==> config.mk <==
export PLATFORM = sky130hd
export DESIGN_NAME = alu_share_ctrl
export DESIGN_NICKNAME = d
export VERILOG_FILES = /design/src/rtl/alu_share_ctrl.sv
export SDC_FILE = /design/constraint.sdc
export NUM_CORES = 1
export LEC_CHECK = 0
export ABC_CLOCK_PERIOD_IN_PS = 2300
export CAP_MARGIN = 15
export CORE_MARGIN = 5
export CORE_UTILIZATION = 38
export DETAILED_ROUTE_END_ITERATION = 12
export PLACE_DENSITY = 0.81
export SLEW_MARGIN = 20
export SYNTH_ARGS = -nofsm -noshare
export SYNTH_HDL_FRONTEND = slang
export SYNTH_SLANG_ARGS = --single-unit
==> constraint.sdc <==
create_clock -name clk -period 2.3 [get_ports clk]
set_clock_uncertainty 0.2 [all_clocks]
set_input_delay 0.345 -clock clk [delete_from_list [all_inputs] [get_ports clk]]
set_output_delay 0.345 -clock clk [all_outputs]
set_load 0.01 [all_outputs]
==> src/rtl/alu_share_ctrl.sv <==
// alu_share_ctrl: round-robin controller that shares one combinational alu
// between two requesters. Each accepted op is driven into the alu from
// registers. The alu output is captured one cycle later and returned on the
// winning requester's response channel. An architectural flag register
// tracks the flags of the last completed op, including TST.
module alu_share_ctrl #(
    parameter int W      = 16,
    parameter int OP_W   = 5,
    parameter int FLAG_W = 4
) (
    input  logic              clk,
    input  logic              rst,
    // requester 0
    input  logic              req0_valid,
    output logic              req0_ready,
    input  logic [OP_W-1:0]   req0_op,
    input  logic [W-1:0]      req0_a,
    input  logic [W-1:0]      req0_b,
    output logic              rsp0_valid,
    input  logic              rsp0_ready,
    // requester 1
    input  logic              req1_valid,
    output logic              req1_ready,
    input  logic [OP_W-1:0]   req1_op,
    input  logic [W-1:0]      req1_a,
    input  logic [W-1:0]      req1_b,
    output logic              rsp1_valid,
    input  logic              rsp1_ready,
    // shared response payload
    output logic [W-1:0]      rsp_result,
    output logic [FLAG_W-1:0] rsp_flags,
    // alu interface
    output logic [OP_W-1:0]   alu_op,
    output logic [W-1:0]      alu_a,
    output logic [W-1:0]      alu_b,
    input  logic [W-1:0]      alu_result,
    input  logic [FLAG_W-1:0] alu_flags,
    // status
    output logic [FLAG_W-1:0] flags_q,
    output logic              busy
);

    typedef enum logic [1:0] {
        S_IDLE = 2'd0,
        S_EXEC = 2'd1,
        S_RESP = 2'd2
    } state_t;

    state_t              state_q, state_d;
    logic                prio_q, prio_d;
    logic                gnt_q, gnt_d;
    logic [OP_W-1:0]     alu_op_q, alu_op_d;
    logic [W-1:0]        alu_a_q, alu_a_d;
    logic [W-1:0]        alu_b_q, alu_b_d;
    logic [W-1:0]        rsp_result_q, rsp_result_d;
    logic [FLAG_W-1:0]   rsp_flags_q, rsp_flags_d;
    logic [FLAG_W-1:0]   arch_flags_q, arch_flags_d;

    logic                any_valid_s;
    logic                win1_s;
    logic                rsp_taken_s;

    // Arbitration: requester 1 wins when it is the only one valid, or when both are valid and it holds priority.
    always_comb begin
        any_valid_s = req0_valid | req1_valid;
        win1_s      = req1_valid & (~req0_valid | prio_q);
        rsp_taken_s = gnt_q ? rsp1_ready : rsp0_ready;
    end

    // State, priority and datapath registers; async reset discards any in-flight op.
    always_ff @(posedge clk or posedge rst) begin
        if (rst) begin
            state_q      <= S_IDLE;
            prio_q       <= 1'b0;
            gnt_q        <= 1'b0;
            alu_op_q     <= {OP_W{1'b0}};
            alu_a_q      <= {W{1'b0}};
            alu_b_q      <= {W{1'b0}};
            rsp_result_q <= {W{1'b0}};
            rsp_flags_q  <= {FLAG_W{1'b0}};
            arch_flags_q <= {FLAG_W{1'b0}};
        end else begin
            state_q      <= state_d;
            prio_q       <= prio_d;
            gnt_q        <= gnt_d;
            alu_op_q     <= alu_op_d;
            alu_a_q      <= alu_a_d;
            alu_b_q      <= alu_b_d;
            rsp_result_q <= rsp_result_d;
            rsp_flags_q  <= rsp_flags_d;
            arch_flags_q <= arch_flags_d;
        end
    end

    // Next-state logic: accept in IDLE, capture in EXEC, wait for consumption in RESP.
    always_comb begin
        state_d      = state_q;
        prio_d       = prio_q;
        gnt_d        = gnt_q;
        alu_op_d     = alu_op_q;
        alu_a_d      = alu_a_q;
        alu_b_d      = alu_b_q;
        rsp_result_d = rsp_result_q;
        rsp_flags_d  = rsp_flags_q;
        arch_flags_d = arch_flags_q;
        case (state_q)
            S_IDLE: begin
                if (any_valid_s) begin
                    state_d = S_EXEC;
                    gnt_d   = win1_s;
                    if (win1_s) begin
                        alu_op_d = req1_op;
                        alu_a_d  = req1_a;
                        alu_b_d  = req1_b;
                    end else begin
                        alu_op_d = req0_op;
                        alu_a_d  = req0_a;
                        alu_b_d  = req0_b;
                    end
                end else begin
                    state_d = S_IDLE;
                end
            end
            S_EXEC: begin
                state_d      = S_RESP;
                rsp_result_d = alu_result;
                rsp_flags_d  = alu_flags;
                arch_flags_d = alu_flags;
            end
            S_RESP: begin
                if (rsp_taken_s) begin
                    state_d = S_IDLE;
                    prio_d  = ~gnt_q;
                end else begin
                    state_d = S_RESP;
                end
            end
            default: begin
                state_d = S_IDLE;
            end
        endcase
    end

    // Output decode: ready only in IDLE for the winner, rsp_valid only in RESP for the granted port.
    always_comb begin
        req0_ready = 1'b0;
        req1_ready = 1'b0;
        rsp0_valid = 1'b0;
        rsp1_valid = 1'b0;
        busy       = 1'b0;
        case (state_q)
            S_IDLE: begin
                if (!rst && any_valid_s) begin
                    req0_ready = ~win1_s;
                    req1_ready = win1_s;
                end else begin
                    req0_ready = 1'b0;
                    req1_ready = 1'b0;
                end
            end
            S_EXEC: begin
                busy = 1'b1;
            end
            S_RESP: begin
                busy       = 1'b1;
                rsp0_valid = ~gnt_q;
                rsp1_valid = gnt_q;
            end
            default: begin
                busy = 1'b0;
            end
        endcase
    end

    assign alu_op     = alu_op_q;
    assign alu_a      = alu_a_q;
    assign alu_b      = alu_b_q;
    assign rsp_result = rsp_result_q;
    assign rsp_flags  = rsp_flags_q;
    assign flags_q    = arch_flags_q;

endmodule

Word level (Yosys, flattened, before mapping)
Index checks and enable logic that the tools add are counted.
{ "word_totals": {"output_inout_bits": 66, "register_bits": 61, "word_cells": 36} }
{ "classes": {"n_reduce_logical": 6, "muxes": 14, "eq_ne": 2, "bitwise_logic": 6} }
{ "ops": {"columns": ["cell", "count"], "rows": [
  ["2-to-1 mux 16 bit", 2],
  ["2-to-1 mux 1 bit", 9],
  ["one-hot mux 2 bit (3 select lines)", 1],
  ["2-to-1 mux 5 bit", 1],
  ["AND reduction 2 bit", 2],
  ["NOT 1 bit", 3],
  ["equality test 2 x 1 -> 1 bit, second input constant", 1],
  ["equality test 2 bit, second input constant", 1],
  ["zero test 2 bit", 1],
  ["2-to-1 mux 2 bit", 1],
  ["OR 1 bit", 2],
  ["OR reduction 2 bit", 1],
  ["AND 1 bit", 1],
  ["logical AND 1 bit", 1],
  ["zero test 1 bit", 1]
]} }

Depth between registers and ports, before layout
Gate-level depths: netlist (run 1).
{ "depth": {"ltp_word": 6, "ltp_mapped": 8} }

Worst setup path after synthesis (run 1)
No wires, ideal clock.
{ "synth_timing": {"path_kind": "reg2out", "start": "register state_q[0]", "end": "output req0_ready", "setup_slack_ns": 0.488, "required_ns": 1.755, "stages_incl_launch_ff": 6, "arrival_time_ns": 1.267, "cell_sequence": "dfrtp_1 > inv_1 > ha_1 > o21ai_2 > clkbuf_1 > a211oi_1"} }
{ "synth_via": {"elab_chain_cells": 2} }
{ "synth_lines": {"columns": ["element", "line_no", "text"], "rows": [
  ["start: declaration", "49", "state_t state_q, state_d;"],
  ["start signal: assignment", "83", "state_q <= state_d;"],
  ["zero test 2 bit", "151", "case (state_q)"],
  ["2-to-1 mux 1 bit", "151", null],
  ["end: declaration", "15", "output logic req0_ready,"]
]} }
No other way between the ends.

Worst setup path in the final report (run 1)
{ "layout_timing": {"start": "register state_q[0]", "end": "output rsp1_valid"} }
{ "layout_via": {"elab_chain_cells": 2} }
{ "layout_lines": {"columns": ["element", "line_no", "text"], "rows": [
  ["equality test 2 bit", "151", null],
  ["2-to-1 mux 1 bit", "151", null],
  ["end: declaration", "27", "output logic rsp1_valid,"]
]} }
No other way between the ends.

==> results of run 1 <==
[flip-flops by register name, indices dropped and copies added (netlist names)]
register / flops
prio_q: 1
flags_q: 4
state_q: 2
gnt_q: 1
rsp_result: 16
alu_op: 5
alu_b: 16
alu_a: 16
[layer usage]
layer | track usage [%] | routed length, um | vias to the layer above
met5 | 0 | 0 | -
met2 | 32.25 | 4363 | 143
met1 | 25.02 | 3730 | 1345
met3 | 6.489 | 929 | 17
li1 | - | - | 1326
met4 | 8.412 | 191 | 0
[final timing paths]
check	start	end
min reg2reg	rsp_result[13]	rsp_result[13]
max	state_q[0]	rsp1_valid
min in group clk	rsp_result[13]	rsp_result[13]
min	rst	alu_b[5]
max in group asynchronous	rst	prio_q
max reg2reg	state_q[1]	alu_b[14]
[logic make-up (layout without fill, tap and decap cells)]
group           Yosys count  in the layout  share of synthesized area [%]
compound gates          116            116                          22.60
buf+inv                  34            199                          6.297
simple gates             48             48                          6.878
mux                      21             21                          8.397
flops                    61             61                          54.49
fa+ha+maj                 3              3                          1.340
[worst max-delay path, cell delays in order (launching register included)]
cell and delay (ps):
dfrtp_1 400, inv_2 80, ha_2 190, and2_1 130, clkdlybuf4s50_1 530
[cell usage in the layout (no fill, tap or decap), drive strengths merged]
cell,instances
clkdlybuf4s50,162
dfrtp,61
o21ai,40
nor2,38
a21oi,38
a31oi,37
mux2,20
buf,13
clkbuf,13
inv,5
nand2,4
ha,3
nand3,2
dlygate4sd2,2
nor2b,2
nand2b,1
mux2i,1
and2,1
a211oi,1
clkinvlp,1
clkinv,1
bufinv,1
dlymetal6s2s,1
[cell type report]
class / instances / area [um2] / area share, %
well taps: 99 / 123.9 / 2.611
flip-flops and latches: 61 / 1526 / 32.18
multi-input cells: 188 / 1114 / 23.48
inverters: 5 / 18.77 / 0.3957
clock buffers: 13 / 168.9 / 3.561
clock inverters: 3 / 42.54 / 0.8969
repair buffers: 178 / 1749 / 36.88
[through the flow]
stage / worst slack, ps / cell area, um2
finish: 104.1 / 4743
global route: 25.08 / 4743
CTS: 11.86 / 4731
detailed placement: -94.23 / 4519
global placement: -108.8 / 4519
floorplan: 242.0 / 2801
[report_power, final]
group / switching, uW / internal [uW]
Sequential: 312 / 1630
Combinational: 1370 / 1710
Clock: 398 / 588
[timing repair]
action,4_1_cts,5_1_grt
setup endpoints to repair,2,2
buffers inserted,0,1
pin swaps,0,0
resized for setup,3,3
==> flow_metrics.env, run 1 <==
export IMPL_synthCells=283
export IMPL_clock_path_buffers=2
export IMPL_yosysTopAreaCellShare_pct=54.49
export IMPL_grt_setup_unrepaired="false"
export IMPL_hp_class="in -> async"
export IMPL_grt_max_degree=42
export IMPL_startpoint_type="flip-flop"
export IMPL_fmax_mhz=455.4
export IMPL_layout_cells_non_filler=547
export IMPL_cts_htree_levels=3
export IMPL_portBuffers=165
export IMPL_relSlewSlack_pct=53.88
export IMPL_totalWireLength_mm=9.214
export IMPL_synth_edff_count=0
export IMPL_hold_buffers=0
export IMPL_place_inst=530
export IMPL_ys_seq_elements=61
export IMPL_gp_congestion=0.8003
export IMPL_first_global_vias=2915
export IMPL_avgViaCountPerCell=5.176
export IMPL_crit_path_max_fanout=4
export IMPL_antenna_found_initial=0
export IMPL_drv_slew=0
export IMPL_grt_total_usage_pct=20.14
export IMPL_netlist_area_um2=2801
export IMPL_synth_seq_area_share_pct=54.49
export IMPL_vias=2831
export IMPL_grt_ovfl_total=0
export IMPL_period_share_pct=95.47
export IMPL_firstDrtPassIters=4
export IMPL_fillers=591
export IMPL_hpwl_mm=6.616
export IMPL_cts_tree="done"
export IMPL_hold_viol=0
export IMPL_required_ps=1750
export IMPL_ys_flop_type="dfrtp_1"
export IMPL_outcome="finished clean"
export IMPL_path_class="reg -> out"
export IMPL_period_needed_ps=2196
export IMPL_cts_root_buf="clkbuf_8"
export IMPL_synthTopCellsByCount="61 x dfrtp_1, 38 x a21oi_1, 38 x nor2_1, 37 x a31oi_1, 34 x o21ai_0"
export IMPL_fin_tns_setup_ps=0
export IMPL_drive_gt1_share_pct=12.28
export IMPL_grt_pass1_wl_mm=14.28
export IMPL_reg2reg_slack_ps=330
export IMPL_tightestPinTransition_ps=690.8
export IMPL_io_pins=166
export IMPL_route_detailed_drc=0
export IMPL_syn_to_final_growth_pct=69.32
export IMPL_worstPathArrival_ps=1650
export IMPL_rows=31
export IMPL_cts_sinks=61
export IMPL_async_flop_share_pct=100.0
export IMPL_syn_nets=386
export IMPL_post_drt_wl_per_cell_um=16.84
export IMPL_pwr_density_cell_nw_per_um2=1265
export IMPL_leakagePower_uw=0.001908
export IMPL_synth_most_common_cell="dfrtp_1"
export IMPL_final_core_util_pct=65.75
export IMPL_synth_area_leader_cell="dfrtp_1"
export IMPL_cts_buffers=9
export IMPL_worstSetupEndpointType="output port"
export IMPL_holdWs_ps=239.7
export IMPL_dieArea_um2=9189
export IMPL_die_h_um=95.86
export IMPL_clkSlewWorstSetupHoldPaths_ps=70
export IMPL_antenna_cells=0
export IMPL_core_area_um2=7214
export IMPL_peakVddDrop_mv=0.5263
export IMPL_yosys_warnings=0
export IMPL_fin_nets=546
export IMPL_ys_top_cells_by_area="dfrtp_1 54%, a31oi_1 8.3%, mux2_2 8.0%"
export IMPL_start_util_pct=38.83
export IMPL_clk_latency_ps=320
export IMPL_synthDistinctLibCells=21
export IMPL_reg2reg_depth=7
export IMPL_fin_total_pwr_uw=6001
export IMPL_final_setup_viol_count=0
export IMPL_maxCapViolCount=0
export IMPL_drtIter0Drc=100
export IMPL_die_w_um=95.86
export IMPL_avgSynthCellArea_um2=9.899
export IMPL_ant_nets=0
(Power assumes the default switching activity.)
==> run 2, diff against run 1 <==
--- a/config.mk
+++ b/config.mk
@@ -8,10 +8,11 @@
 export ABC_CLOCK_PERIOD_IN_PS = 2300
 export CAP_MARGIN = 15
 export CORE_MARGIN = 5
-export CORE_UTILIZATION = 38
+export CORE_UTILIZATION = 40
 export DETAILED_ROUTE_END_ITERATION = 12
-export PLACE_DENSITY = 0.81
+export DONT_BUFFER_PORTS = 1
 export SLEW_MARGIN = 20
 export SYNTH_ARGS = -nofsm -noshare
 export SYNTH_HDL_FRONTEND = slang
 export SYNTH_SLANG_ARGS = --single-unit
+export TNS_END_PERCENT = 20
==> flow_metrics.env, run 2 (synthesis gave the netlist of run 1 again) <==
export IMPL_path_class="reg -> out"
export IMPL_period_needed_ps=2155
export IMPL_dpl_worst_slack_ps=441.3
export IMPL_post_drt_wl_per_cell_um=19.18
export IMPL_clkSlewWorstSetupHoldPaths_ps=60
export IMPL_die_w_um=93.69
export IMPL_avgViaCountPerCell=5.447
export IMPL_drtIter0Drc=110
export IMPL_hold_viol=0
export IMPL_syn_to_final_growth_pct=29.92
export IMPL_maxCapViolCount=0
export IMPL_period_share_pct=93.68
export IMPL_grt_total_usage_pct=18.87
export IMPL_place_inst=361
export IMPL_antenna_found_initial=0
export IMPL_totalWireLength_mm=8.326
export IMPL_route_detailed_drc=0
export IMPL_swShare_pct=40.33
export IMPL_fin_nets=438
export IMPL_worstPathArrival_ps=1610
export IMPL_portBuffers=0
export IMPL_cts_sinks=61
export IMPL_tightestPinTransition_ps=473.3
export IMPL_relSlewSlack_pct=68.40
export IMPL_required_ps=1750
export IMPL_outcome="finished clean"
export IMPL_leakagePower_uw=0.001468
export IMPL_ant_nets=0
export IMPL_fin_tns_setup_ps=0
export IMPL_rows=30
export IMPL_layout_commonest_cell="dfrtp_1"
export IMPL_place_area_um2=2882
export IMPL_clk_latency_ps=320
export IMPL_cts_tree="done"
export IMPL_final_cell_mix="61 x dfrtp_1, 59 x dlygate4sd3_1, 38 x nor2_1, 38 x a21oi_1, 37 x a31oi_1"
export IMPL_gp_congestion=0.7897
export IMPL_p_switching_uw=1880
export IMPL_grt_setup_unrepaired="false"
export IMPL_hp_class="in -> reg"
export IMPL_startpoint_type="flip-flop"
export IMPL_io_pins=166
export IMPL_worstSetupEndpointType="output port"
export IMPL_hpwl_mm=5.488
export IMPL_post_cts_buffers=0
export IMPL_p_comb_share_pct=33.1
export IMPL_cts_buffers=9
export IMPL_dieArea_um2=8777
export IMPL_drv_slew=0
export IMPL_p_seq_share_pct=49.7
export IMPL_stdcell_area_um2=3640
export IMPL_start_util_pct=41.23
export IMPL_drive_gt1_share_pct=14.50
export IMPL_p_int_uw=2782
export IMPL_grt_ovfl_total=0
export IMPL_cts_htree_levels=3
export IMPL_die_h_um=93.69
export IMPL_peakVddDrop_mv=0.5442
export IMPL_fmax_mhz=464.1
export IMPL_antenna_cells=0
export IMPL_grt_max_degree=42
export IMPL_layout_cells_non_filler=434
export IMPL_setup_slack_ps=145.4
export IMPL_vias=2364
export IMPL_p_clk_share_pct=17.2
export IMPL_cts_root_buf="clkbuf_8"
export IMPL_first_global_vias=2555
export IMPL_crit_path_max_fanout=12
export IMPL_reg2reg_slack_ps=430
export IMPL_grt_pass1_wl_mm=13.00
export IMPL_final_setup_viol_count=0
export IMPL_core_area_um2=6794
export IMPL_firstDrtPassIters=4
export IMPL_pwr_density_cell_nw_per_um2=1281
export IMPL_clock_path_buffers=2
-- run 2: changes by cell type in the layout (fill, tap and decap cells not counted), moves of 2 or more --
| cell | previous run | this run |
|---|---|---|
| dlygate4sd2_1 | 2 | 0 |
| buf_12 | 0 | 2 |
| clkdlybuf4s50_1 | 162 | 0 |
| ha_1 | 1 | 3 |
| buf_4 | 13 | 9 |
| ha_2 | 2 | 0 |
| dlygate4sd3_1 | 0 | 59 |
-- run 2: area by class of cell --
type | instances | area [um2]
Tap cell | 96 | 120.1
Clock buffer | 12 | 155.1
Fill cell | 583 | 3154
Timing Repair Buffer | 70 | 698.2
Clock inverter | 2 | 10.01
Multi-Input combinational cell | 188 | 1111
Sequential cell | 61 | 1526
Inverter | 5 | 18.77
-- run 2: worst max-delay path, stage by stage (launching register included) --
cell and delay, ps:
dfrtp_1 390, inv_1 110, ha_1 230, o21ai_4 140
a211oi_1 250, buf_4 170
-- run 2: final timing paths --
path / end / depth (start not counted) / start
worst max-delay path: req0_ready / 5 / state_q[0]
worst min-delay path: prio_q / 3 / rsp1_ready
worst max register to register: alu_b[13] / 7 / state_q[0]
worst min register to register: state_q[1] / 1 / state_q[1]
max in group asynchronous: state_q[1] / 3 / rst
min in group asynchronous: alu_b[1] / 2 / rst
-- run 2: per-stage QoR --
step | utilization, % | power (uW) | hold WS, ps
6_report | 53.57 | 4662 | 41.03
5_1_grt | 53.57 | 5004 | 37.24
4_1_cts | 53.54 | 4714 | 24.29
3_5_place_dp | 42.41 | 3813 | 80.28
3_3_place_gp | 42.41 | 3748 | 75.02
2_1_floorplan | - | 3442 | 250.3
-- run 2: repair_timing --
| item | CTS | global route |
|---|---|---|
| endpoints found under the setup margin | 0 | 1 |
| hold buffers | 59 | 0 |
| resized for setup | 0 | 1 |
| endpoints found under the hold margin | 78 | 0 |
-- run 2: power groups by stage --
stage	logic (uW)	clock network, uW	registers [uW]
3_5_place_dp	1470	0	2340
2_1_floorplan	1280	0	2160
5_1_grt	1730	875	2390
3_3_place_gp	1420	0	2330
4_1_cts	1550	835	2330
6_report	1540	804	2320
-- run 2: routing by layer --
metal  global-route usage, %  share of wire [%]  up-vias
met5                       0                  0        -
met4                   4.813                1.1        0
met3                   7.051                8.9        8
met2                   31.34                 50      122
met1                   23.13                 40     1132
li1                        -                  -     1102
==> run 3, diff against run 2 <==
--- a/config.mk
+++ b/config.mk
@@ -11,6 +11,7 @@
 export CORE_UTILIZATION = 40
 export DETAILED_ROUTE_END_ITERATION = 12
 export DONT_BUFFER_PORTS = 1
+export SKIP_LAST_GASP = 1
 export SLEW_MARGIN = 20
 export SYNTH_ARGS = -nofsm -noshare
 export SYNTH_HDL_FRONTEND = slang
==> results of run 3 <==
Final layout, timing and power as in run 2 (identical DEF).
